File: src/rtl/pixel_column_readout_ctrl_pkg.sv
// Shared encodings for the pixel column readout controller: FSM states,
// output word types and broadcast bit positions.
package commonDefinition;

  typedef enum logic [2:0] {
    ST_IDLE    = 3'd0,
    ST_LOAD    = 3'd1,
    ST_SETTLE  = 3'd2,
    ST_HEADER  = 3'd3,
    ST_DRAIN   = 3'd4,
    ST_TRAILER = 3'd5
  } state_e;

  localparam logic [1:0] EVT_HEADER  = 2'b00;
  localparam logic [1:0] EVT_HIT     = 2'b01;
  localparam logic [1:0] EVT_TRAILER = 2'b10;

  localparam int BCST_LOAD     = 0;
  localparam int BCST_L1A      = 1;
  localparam int BCST_RESET    = 2;
  localparam int BCST_ADDR_LSB = 3;

  // Read counter width; wide enough for any drain timeout below 64 reads.
  localparam int CNT_W = 6;

endpackage

File: src/rtl/pixel_column_readout_ctrl_l1a_addr_fifo.sv
// Small L1A address queue. A push into a full queue is dropped and flagged,
// unless a pop frees a slot in the same cycle. Flush empties it silently.
module l1a_addr_fifo #(
  parameter int WIDTH = 7,
  parameter int DEPTH = 4
) (
  input  logic             clk,
  input  logic             rstn,
  input  logic             flush,
  input  logic             push,
  input  logic [WIDTH-1:0] din,
  input  logic             pop,
  output logic [WIDTH-1:0] dout,
  output logic             empty,
  output logic             overflow
);

  localparam int PTR_W = $clog2(DEPTH);

  logic [WIDTH-1:0] mem_q [DEPTH];
  logic [WIDTH-1:0] mem_d [DEPTH];
  logic [PTR_W-1:0] wr_ptr_q, wr_ptr_d;
  logic [PTR_W-1:0] rd_ptr_q, rd_ptr_d;
  logic [PTR_W:0]   count_q, count_d;
  logic             full;
  logic             do_push;
  logic             do_pop;

  assign empty    = (count_q == '0);
  assign full     = (count_q == (PTR_W+1)'(DEPTH));
  assign dout     = mem_q[rd_ptr_q];
  assign do_pop   = pop & ~empty & ~flush;
  assign do_push  = push & (~full | do_pop) & ~flush;
  assign overflow = push & full & ~do_pop & ~flush;

  always_comb begin
    mem_d    = mem_q;
    wr_ptr_d = wr_ptr_q;
    rd_ptr_d = rd_ptr_q;
    count_d  = count_q;
    if (flush) begin
      wr_ptr_d = '0;
      rd_ptr_d = '0;
      count_d  = '0;
    end else begin
      if (do_push) begin
        mem_d[wr_ptr_q] = din;
        wr_ptr_d        = wr_ptr_q + 1'b1;
      end
      if (do_pop) begin
        rd_ptr_d = rd_ptr_q + 1'b1;
      end
      case ({do_push, do_pop})
        2'b10:   count_d = count_q + 1'b1;
        2'b01:   count_d = count_q - 1'b1;
        default: count_d = count_q;
      endcase
    end
  end

  always_ff @(posedge clk or negedge rstn) begin
    if (!rstn) begin
      for (int i = 0; i < DEPTH; i++) mem_q[i] <= '0;
      wr_ptr_q <= '0;
      rd_ptr_q <= '0;
      count_q  <= '0;
    end else begin
      mem_q    <= mem_d;
      wr_ptr_q <= wr_ptr_d;
      rd_ptr_q <= rd_ptr_d;
      count_q  <= count_d;
    end
  end

endmodule

File: src/rtl/pixel_column_readout_ctrl.sv
// Column readout controller: queues L1A addresses, loads them into the
// switched-cell chain, then drains the column as header / hits / trailer.
module pixel_column_readout_ctrl
  import commonDefinition::*;
#(
  parameter int L1ADDRWIDTH = 7,
  parameter int BCSTWIDTH   = 27,
  parameter int SETTLE      = 16,
  parameter int MAXHITS     = 31
) (
  input  logic                   clk,
  input  logic                   rstn,
  input  logic                   l1aIn,
  input  logic [L1ADDRWIDTH-1:0] l1aAddrIn,
  input  logic                   softReset,
  input  logic [45:0]            colData,
  input  logic [4:0]             colHits,
  output logic                   colRead,
  output logic [BCSTWIDTH-1:0]   bcstOut,
  output logic [45:0]            evtData,
  output logic [1:0]             evtType,
  output logic                   evtValid,
  input  logic                   evtReady,
  output logic                   busy,
  output logic [7:0]             ovfCount,
  output logic [2:0]             dbg_state
);

  localparam int SET_W = (SETTLE > 1) ? $clog2(SETTLE) : 1;

  state_e                 state_q, state_d;
  logic [L1ADDRWIDTH-1:0] addr_q, addr_d;
  logic [4:0]             exp_hits_q, exp_hits_d;
  logic [CNT_W-1:0]       read_cnt_q, read_cnt_d;
  logic [SET_W-1:0]       settle_cnt_q, settle_cnt_d;
  logic [45:0]            evt_data_q, evt_data_d;
  logic [1:0]             evt_type_q, evt_type_d;
  logic                   evt_valid_q, evt_valid_d;
  logic [BCSTWIDTH-1:0]   bcst_q, bcst_d;
  logic [7:0]             ovf_q, ovf_d;

  logic                   fifo_pop;
  logic [L1ADDRWIDTH-1:0] fifo_dout;
  logic                   fifo_empty;
  logic                   fifo_ovf;
  logic                   at_max;
  logic                   out_free;
  logic                   col_read;
  logic                   drain_done;

  l1a_addr_fifo #(
    .WIDTH (L1ADDRWIDTH),
    .DEPTH (4)
  ) u_l1a_fifo (
    .clk      (clk),
    .rstn     (rstn),
    .flush    (softReset),
    .push     (l1aIn),
    .din      (l1aAddrIn),
    .pop      (fifo_pop),
    .dout     (fifo_dout),
    .empty    (fifo_empty),
    .overflow (fifo_ovf)
  );

  // Output handshake: a word transfers on a cycle with evtValid & evtReady;
  // while evtValid is high and evtReady low, evtData/evtType are held.
  assign at_max     = (read_cnt_q == CNT_W'(MAXHITS));
  assign out_free   = ~evt_valid_q | evtReady;
  assign col_read   = (state_q == ST_DRAIN) & ~softReset & (colHits != 5'd0)
                    & out_free & (read_cnt_q < CNT_W'(MAXHITS));
  assign drain_done = ((colHits == 5'd0) | at_max) & out_free;

  always_comb begin
    state_d      = state_q;
    addr_d       = addr_q;
    exp_hits_d   = exp_hits_q;
    read_cnt_d   = read_cnt_q;
    settle_cnt_d = settle_cnt_q;
    evt_data_d   = evt_data_q;
    evt_type_d   = evt_type_q;
    evt_valid_d  = evt_valid_q;
    bcst_d       = '0;
    fifo_pop     = 1'b0;
    ovf_d        = ovf_q;
    if (fifo_ovf && ovf_q != 8'hFF) ovf_d = ovf_q + 8'd1;

    if (softReset) begin
      state_d            = ST_IDLE;
      evt_valid_d        = 1'b0;
      read_cnt_d         = '0;
      settle_cnt_d       = '0;
      bcst_d[BCST_RESET] = 1'b1;
    end else begin
      case (state_q)
        ST_IDLE: begin
          if (!fifo_empty) begin
            fifo_pop                                  = 1'b1;
            addr_d                                    = fifo_dout;
            state_d                                   = ST_LOAD;
            bcst_d[BCST_LOAD]                         = 1'b1;
            bcst_d[BCST_L1A]                          = 1'b1;
            bcst_d[BCST_ADDR_LSB +: L1ADDRWIDTH]      = fifo_dout;
          end
        end
        ST_LOAD: begin
          state_d      = ST_SETTLE;
          settle_cnt_d = '0;
        end
        ST_SETTLE: begin
          if (settle_cnt_q == SET_W'(SETTLE - 1)) begin
            state_d                          = ST_HEADER;
            exp_hits_d                       = colHits;
            evt_valid_d                      = 1'b1;
            evt_type_d                       = EVT_HEADER;
            evt_data_d                       = '0;
            evt_data_d[4:0]                  = colHits;
            evt_data_d[5 +: L1ADDRWIDTH]     = addr_q;
          end else begin
            settle_cnt_d = settle_cnt_q + 1'b1;
          end
        end
        ST_HEADER: begin
          if (evt_valid_q && evtReady) begin
            evt_valid_d = 1'b0;
            read_cnt_d  = '0;
            state_d     = ST_DRAIN;
          end
        end
        ST_DRAIN: begin
          if (col_read) begin
            evt_valid_d = 1'b1;
            evt_type_d  = EVT_HIT;
            evt_data_d  = colData;
            read_cnt_d  = read_cnt_q + 1'b1;
          end else if (drain_done) begin
            // Any pending hit word is accepted this cycle, so the trailer
            // can take the output register directly.
            state_d         = ST_TRAILER;
            evt_valid_d     = 1'b1;
            evt_type_d      = EVT_TRAILER;
            evt_data_d      = '0;
            evt_data_d[7]   = at_max;
            evt_data_d[6]   = (read_cnt_q != {1'b0, exp_hits_q});
            evt_data_d[5:0] = read_cnt_q;
          end else if (evt_valid_q && evtReady) begin
            evt_valid_d = 1'b0;
          end
        end
        ST_TRAILER: begin
          if (evt_valid_q && evtReady) begin
            evt_valid_d = 1'b0;
            state_d     = ST_IDLE;
          end
        end
        default: state_d = ST_IDLE;
      endcase
    end
  end

  always_ff @(posedge clk or negedge rstn) begin
    if (!rstn) begin
      state_q      <= ST_IDLE;
      addr_q       <= '0;
      exp_hits_q   <= '0;
      read_cnt_q   <= '0;
      settle_cnt_q <= '0;
      evt_data_q   <= '0;
      evt_type_q   <= '0;
      evt_valid_q  <= 1'b0;
      bcst_q       <= '0;
      ovf_q        <= '0;
    end else begin
      state_q      <= state_d;
      addr_q       <= addr_d;
      exp_hits_q   <= exp_hits_d;
      read_cnt_q   <= read_cnt_d;
      settle_cnt_q <= settle_cnt_d;
      evt_data_q   <= evt_data_d;
      evt_type_q   <= evt_type_d;
      evt_valid_q  <= evt_valid_d;
      bcst_q       <= bcst_d;
      ovf_q        <= ovf_d;
    end
  end

  assign colRead   = col_read;
  assign bcstOut   = bcst_q;
  assign evtData   = evt_data_q;
  assign evtType   = evt_type_q;
  assign evtValid  = evt_valid_q;
  assign busy      = (state_q != ST_IDLE);
  assign ovfCount  = ovf_q;
  assign dbg_state = state_q;

endmodule

File: config.mk
export PLATFORM = sky130hd
export DESIGN_NAME = pixel_column_readout_ctrl
export DESIGN_NICKNAME = d
export VERILOG_FILES = /design/src/rtl/pixel_column_readout_ctrl_pkg.sv /design/src/rtl/pixel_column_readout_ctrl_l1a_addr_fifo.sv /design/src/rtl/pixel_column_readout_ctrl.sv
export SDC_FILE = /design/constraint.sdc
export NUM_CORES = 1
export LEC_CHECK = 0
export ABC_AREA = 1
export CELL_PAD_IN_SITES_DETAIL_PLACEMENT = 0
export CELL_PAD_IN_SITES_GLOBAL_PLACEMENT = 1
export CORE_ASPECT_RATIO = 0.8
export CORE_MARGIN = 3
export CORE_UTILIZATION = 39
export CTS_CLUSTER_DIAMETER = 120
export DETAILED_ROUTE_END_ITERATION = 8
export PLACE_DENSITY_LB_ADDON = 0.08
export REMOVE_ABC_BUFFERS = 1
export SLEW_MARGIN = 25
export SYNTH_ARGS = -nofsm -noshare
export SYNTH_HDL_FRONTEND = slang
export SYNTH_SLANG_ARGS = --single-unit
File: constraint.sdc
create_clock -name clk -period 4.2 [get_ports clk]
set_input_delay 0.84 -clock clk [delete_from_list [all_inputs] [get_ports clk]]
set_output_delay 0.84 -clock clk [all_outputs]
set_load 0.02 [all_outputs]
==> impl_metrics.toml, run 1 <==
[floorplan]
core_area_um2 = 14640
die_w_um = 144.6
start_util_pct = 40.94
die_height_um = 116.9
num_rows = 39
die-area_um2 = 16900
io_pins = 152

[timing]
hold_ws_ns = 0.4591
finalSetupViolCount = 0
setup_tns_ns = 0
slew_viol_final = 0
max_freq_ghz = 0.2805
clock-skew-final_ns = 0.008961
layout_min_cycle_time_ns = 3.565
fin_ws_ns = 0.6350
relSlewSlack_pct = 35.97
period_share_pct = 84.88
finalHoldViolCount = 0
worstMarginPinSlew_ns = 0.9571
rsz0062_at_grt = "no"

[yosys]
ys_types = 36
ys_ff_latch = 126
yosysWarnings = 0
ys.flop_type = "dfrtp_1"
seq_area_frac_synth_pct = 52.61
synthArstFlopShare_pct = 100.0
syn-instance-count = 731
synth_area_um2 = 5993
synth-edff-count = 0
syn_area_per_cell_um2 = 8.199

[finish]
antenna_cells = 0
area_growth_pct = 34.38
final_area_um2 = 8054
drive_above_1_share_pct = 7.509
final_cell_mix = "nand2_1 (290), clkdlybuf4s50_1 (133), dfrtp_1 (126)"
final_common_cell = "nand2_1"
nets = 937

[grt]
antenna_found_initial = 0
overflow = 0
grt_usage_pct = 18.58
grt_pass1_vias = 4751
grt_max_degree = 77
grt_pass1_wl_mm = 24.61

[worst_setup_path]
start_kind = "input pin"
rrSetupSlack_ns = 1.77
critPathKind = "in2out"
rr_endpoint = "evtData[6]"
crit_path_end_kind = "output port"
cp.required_ns = 3.36
cp_max_fo = 8
arrival_ns = 2.73
r2r-start = "read_cnt_q[1]"
reg2reg_depth = 9

[routing]
routed-via-count = 5054
wirelength_mm = 15.50
drc = 0
dr.first_iter.drc_count = 312
vias_per_cell = 4.754
first_pass_iters = 4
wl_per_cell_um = 14.58
ant_nets = 0

[pwr]
ir_worst_vdd_mv = 0.3197
leakagePower_uw = 0.003998
power_density_nw_per_um2 = 643.3
p_total_uw = 5181

[clock_tree]
clock-root-buffer = "clkbuf_16"
clk_latency_ns = 0.42
cts.sinks = 126
cts.clk_slew.worst_paths_ns = 0.05
ctsHtreeMaxLevel = 4
cts_made_buffers = 17
cts_hold_buf = 0
cts_resized = 0
cts_tree = "done"
cts_buffer_depth = 2
cts_setup_buffers = 0

[place]
placed_area_um2 = 7396
dp_hpwl_mm = 10.99
post-place-ws_ns = 0.6430
portBuffers = 134
place.gp.congestion = 0.8562

[min_path]
min_path_type = "in2async"

[run]
drv_cap = 0

[outcome]
run_status = "completed"
==> sequential cells by signal (all words and copies together), names as in the netlist, 4 cells and up <==
name              flops
addr_q                7
bcstOut               9
evtData              46
exp_hits_q            5
ovfCount              8
read_cnt_q            6
settle_cnt_q          4
u_l1a_fifo.mem_q     28
==> cell type report <==
class / count / area, µm²
clock buffer: 22 / 474.2
sequential: 126 / 3153
clock inverter: 10 / 183.9
timing repair buffer: 139 / 1389
fill: 1345 / 6585
inverter: 54 / 203.9
tap: 184 / 230.2
multi-input combinational: 528 / 2420
==> synthesized netlist by cell type, drive strengths merged, types with 4 or more instances <==
master | count | share of area, %
o32ai | 7 | 1.0
inv | 53 | 3.3
nand3 | 28 | 2.4
nor2 | 59 | 3.9
o21ai | 67 | 6.0
buf | 35 | 4.4
clkbuf | 4 | 0.25
ha | 7 | 1.5
xor2 | 7 | 1.0
nor3 | 12 | 1.2
nand2 | 302 | 20
dfrtp | 126 | 53
a21oi | 8 | 0.67
==> report_power, final <==
group          total [µW]  internal [µW]  switching [µW]
sequential           1850           1590             257
clock                1630           1100             530
combinational        1700            739             963
==> kinds of logic (layout without fill, tap and decap cells) <==
logic type	Yosys count	after routing	synth area share, %
adders and majority gates	8	8	1.795
AOI/OAI and AO/OA	84	84	7.996
buffers and inverters	93	225	8.016
and+or+nand+nor	409	409	28.06
DFF	126	126	52.61
other	1	17	0.06257
xor gates and xnor gates	10	10	1.461
==> how the worst max path moves through the flow <==
stage	end	startpoint	slack (ns)
after floorplan	colRead	softReset	1.51
after global placement	colRead	evtReady	0.68
after detailed placement	colRead	evtReady	0.64
after CTS	colRead	colHits[2]	0.63
after global routing	colRead	colHits[0]	0.53
final	colRead	colHits[2]	0.63
==> per-layer routing <==
layer,wire (µm),GRT usage (%)
met5,0,0
met1,7501,26.08
met4,193,6.339
met3,941,4.509
met2,6863,28.42
==> worst max-delay path: stages <==
cell and delay, ns:
clkdlybuf4s50_1 0.53, nor2_1 0.08, nand2_1 0.06, nor2_1 0.05, nor2_2 0.30, nand2_4 0.14
inv_2 0.13, clkdlybuf4s50_1 0.61
==> through the flow <==
| step | cells | util [%] |
|---|---|---|
| detailed placement | 1031 | 50.52 |
| finish | 1063 | 55.02 |
| global placement | 1031 | 50.52 |
| global route | 1063 | 55.02 |
| floorplan | 708 | - |
| CTS | 1063 | 55.02 |
(Power assumes the default switching activity.)
==> inputs of run 2 (changes only) <==
Settings changed: CORE_UTILIZATION 39 to 32.
Clock period 4.2 ns to 3 ns, I/O delays scaled along.
==> impl_metrics.toml, run 2 (synthesis gave the netlist of run 1 again) <==
[outcome]
run_status = "completed"

[grt]
antenna_found_initial = 0
grt_max_degree = 67
overflow = 0
grt_usage_pct = 15.99
grt_pass1_vias = 5006
grt_pass1_wl_mm = 25.88

[floorplan]
io_pins = 152
die_w_um = 159.0
start_util_pct = 32.79
core_area_um2 = 18280
die_height_um = 128.4
num_rows = 44
die-area_um2 = 20420

[routing]
wirelength_mm = 16.15
vias_per_cell = 4.504
dr.first_iter.drc_count = 441
first_pass_iters = 5
ant_nets = 0
wl_per_cell_um = 14.18
routed-via-count = 5130
drc = 0

[timing]
finalSetupViolCount = 0
layout_min_cycle_time_ns = 2.873
relSlewSlack_pct = 41.73
setup_tns_ns = 0
max_freq_ghz = 0.3481
period_share_pct = 95.77
finalHoldViolCount = 0
slew_viol_final = 0
clock-skew-final_ns = 0.01031
worstMarginPinSlew_ns = 0.8741
rsz0062_at_grt = "no"

[min_path]
min_path_type = "in2async"

[clock_tree]
cts_hold_buf = 0
clock-root-buffer = "clkbuf_16"
cts.clk_slew.worst_paths_ns = 0.06
cts_resized = 0
cts_setup_buffers = 0
cts_tree = "done"
clk_latency_ns = 0.42
cts.sinks = 126
cts_buffer_depth = 2
ctsHtreeMaxLevel = 4
cts_made_buffers = 17

[worst_setup_path]
start_kind = "input pin"
cp.required_ns = 2.40
arrival_ns = 2.27
crit_path_end_kind = "output port"
cp_max_fo = 4
cp_slowest_cell = "clkdlybuf4s50_1"
worstPathCellList = "clkdlybuf4s50_1 > inv_1 > nand2_1 > nand2_1 > nor2_4 > nand2_4 > inv_2 > clkdlybuf4s50_1"
max_stage_delay_ns = 0.61
critPathKind = "in2out"

[pwr]
ir_worst_vdd_mv = 0.4216
leakagePower_uw = 0.004018
power_density_nw_per_um2 = 871.6

[finish]
drive_above_1_share_pct = 8.465
final_common_cell = "nand2_1"
final_cell_mix = "nand2_1 (290), clkdlybuf4s50_1 (133), dfrtp_1 (126)"
largest_reg_flops = 46
antenna_cells = 0
stdcell_count = 1139
nets = 945
area_growth_pct = 35.93

[place]
place.gp.congestion = 0.8004
portBuffers = 134
dp_cells = 1108
dp_hpwl_mm = 11.48

[run]
drv_cap = 0
run 2: changes by cell type in the layout (fill, tap and decap cells not counted):
cell	previous run	this run
inv_6	0	2
clkbuf_1	2	0
clkinvlp_4	2	1
buf_4	5	13
clkinv_4	1	4
clkbuf_8	3	1
clkinv_2	3	4
bufinv_16	5	3
run 2: metrics by stage:
| step | cell area (µm²) | setup WS (ns) | utilization, % | hold WS (ns) | total power [µW] |
|---|---|---|---|---|---|
| global placement | 7542 | 0.1158 | 41.27 | 0.4527 | 5002 |
| finish | 8147 | 0.1269 | 44.57 | 0.3115 | 7100 |
| CTS | 8147 | 0.1146 | 44.57 | 0.3453 | 7188 |
| global route | 8147 | 0.03570 | 44.57 | 0.3748 | 7555 |
| detailed placement | 7542 | 0.1151 | 41.27 | 0.4577 | 5041 |
| floorplan | 5777 | 0.6717 | - | 0.3044 | 3914 |
run 2: metal layers:
metal / up-vias / part of all wire, % / GRT usage, %
li1: 2559 / - / -
met1: 2389 / 48 / 21.80
met2: 168 / 45 / 25.23
met3: 14 / 5.4 / 4.120
met4: 0 / 0.91 / 5.095
met5: - / 0 / 0
run 2: layout make-up:
class                   count  area (µm²)
fillers                  1862       10130
clock buffers              18       439.2
clock inverters            13       165.2
well taps                 253       316.6
repair buffers            147        1449
flip-flops and latches    126        3153
multi-input cells         528        2420
inverters                  54       203.9
run 2: where the power goes:
| part | internal, µW | switching (µW) |
|---|---|---|
| sequential | 2230 | 326 |
| clock | 1330 | 778 |
| combinational | 1050 | 1390 |
| total | 4610 | 2490 |
run 2: critical path, delay by kind of cell:
kind                   cells  cell delay (ns)
AND/OR/NAND/NOR            4             0.45
buffers and inverters      4             1.22
run 2: path summary, 6_finish.rpt:
check / start / endpoint / slack, ns / depth (start not counted)
min in group clk: evtData[42] / evtData[42] / 0.47 / 2
min: rstn / exp_hits_q[2] / 0.31 / 1
max reg2reg: dbg_state[1] / u_l1a_fifo.count_q[2] / 0.99 / 12
max: evtReady / colRead / 0.13 / 8
min reg2reg: evtData[42] / evtData[42] / 0.47 / 2
max in group asynchronous: rstn / u_l1a_fifo.mem_q[2] / 1.91 / 2
==> inputs of run 3 (changes only) <==
Settings changed: CORE_MARGIN 3 to 1.
==> impl_metrics.toml, run 3 (synthesis gave the netlist of run 1 again) <==
[grt]
overflow = 0
grt_max_degree = 44
grt_pass1_wl_mm = 25.78
grt_usage_pct = 17.15
busiest_layer = "met2"
use_met2_pct = 26.50
grt_pass1_vias = 4841
grt_use_met1_pct = 23.84
antenna_found_initial = 0
grtUsageMet3_pct = 4.106

[clock_tree]
clock-root-buffer = "clkbuf_16"
cts_setup_buffers = 0
cts.clk_slew.worst_paths_ns = 0.06
cts_buffer_depth = 2
cts_tree = "done"
cts.sinks = 126
clk_latency_ns = 0.42
ctsHtreeMaxLevel = 4
cts_made_buffers = 17

[floorplan]
num_rows = 44
die_w_um = 155.0
start_util_pct = 32.89
core_area_um2 = 18220
die-area_um2 = 19280
die_height_um = 124.4
io_pins = 152

[worst_setup_path]
arrival_ns = 1.90
crit_path_end_kind = "output port"
critPathKind = "in2out"
start_kind = "input pin"
cp_max_fo = 5
cp.required_ns = 2.40

[pwr]
comb_power_share_pct = 33.7
p_switching_uw = 2477
internal_power_uw = 4696
p_total_uw = 7174
p_clk_share_pct = 30.6
ir_worst_vdd_mv = 0.4613
switching_share_pct = 34.53
leakagePower_uw = 0.004039
power_frac_seq_pct = 35.7
power_density_nw_per_um2 = 876.9

[timing]
finalSetupViolCount = 0
slew_viol_final = 0
period_share_pct = 83.21
layout_min_cycle_time_ns = 2.496
clock-skew-final_ns = 0.009541
finalHoldViolCount = 0
max_freq_ghz = 0.4006
rsz0062_at_grt = "no"
setup_tns_ns = 0

[routing]
drc = 0
routed-via-count = 5086
wl_per_cell_um = 13.87
vias_per_cell = 4.465
dr.first_iter.drc_count = 301
wirelength_mm = 15.80
first_pass_iters = 5
ant_nets = 0

[finish]
final_cell_mix = "nand2_1 (290), clkdlybuf4s50_1 (132), dfrtp_1 (126)"
area.sequential_um2 = 3153
multiInputGateArea_um2 = 2420
largest_reg_flops = 46
fill_cells = 1803
antenna_cells = 0
area_growth_pct = 36.49
utilization_pct = 44.89
nets = 944
drive_above_1_share_pct = 8.352
final_common_cell = "nand2_1"

[place]
place.gp.congestion = 0.8385
dp_hpwl_mm = 11.36
portBuffers = 134

[min_path]
min_path_type = "in2async"

[outcome]
run_status = "completed"

[run]
drv_cap = 0
run 3: cell types whose count changed in the layout (fill, tap and decap cells not counted), sizes merged:
cell / change
clkinv: -2
clkinvlp: +2
buf: -1
bufinv: +1
clkbuf: +1
clkdlybuf4s50: -1
dlymetal6s2s: +1
inv: -1
run 3: layer usage:
| metal | vias up | wire, µm |
|---|---|---|
| met2 | 131 | 7168 |
| met1 | 2384 | 7650 |
| li1 | 2560 | - |
| met3 | 11 | 844 |
| met4 | 0 | 138 |
| met5 | - | 0 |
run 3: what timing repair did:
| action | in CTS | in global routing |
|---|---|---|
| hold buffers | 0 | 0 |
| resized for setup | 0 | 1 |
| endpoints found under the setup margin | 0 | 1 |
run 3: worst max-delay path, cell delays in order:
cell and delay (ns):
clkdlybuf4s50_1 0.47, inv_1 0.04, nand2_1 0.10, nand2_1 0.10, nor2_4 0.17, nand2_4 0.06
inv_2 0.10, dlymetal6s2s_1 0.24
run 3: power by group through the flow:
stage / sequential (µW) / combinational [µW] / clock (µW)
after floorplan: 2910 / 1000 / 0
after global placement: 2560 / 2420 / 0
after detailed placement: 2580 / 2450 / 0
after CTS: 2560 / 2450 / 2250
after global routing: 2630 / 2680 / 2330
final: 2560 / 2420 / 2200
run 3: through the flow:
step | hold slack, ns | setup slack (ns) | instances | cell area (µm²)
floorplan | 0.3044 | 0.6717 | 708 | 5777
global placement | 0.4524 | 0.09690 | 1107 | 7547
detailed placement | 0.4579 | 0.09453 | 1107 | 7547
CTS | 0.1165 | 0.09347 | 1139 | 8178
global route | 0.1388 | 0.3795 | 1139 | 8180
finish | 0.1148 | 0.5036 | 1139 | 8180
run 3: layout make-up:
type                            count  area share [%]
Sequential cell                   126           38.54
Multi-Input combinational cell    528           29.58
Timing Repair Buffer              146           17.80
Clock buffer                       19           5.414
Tap cell                          253           3.870
Inverter                           54           2.493
Clock inverter                     13           2.294
run 3: path summary, 6_finish.rpt:
check,startpoint,to,slack (ns),depth (start not counted)
worst max-delay path,evtReady,colRead,0.50,8
worst min-delay path,rstn,exp_hits_q[4],0.11,1
worst max register to register,read_cnt_q[1],evtData[1],0.91,11
worst min register to register,evtData[23],evtData[23],0.47,2
max in group asynchronous,rstn,u_l1a_fifo.rd_ptr_q[1],2.10,2
min in group clk,evtData[23],evtData[23],0.47,2
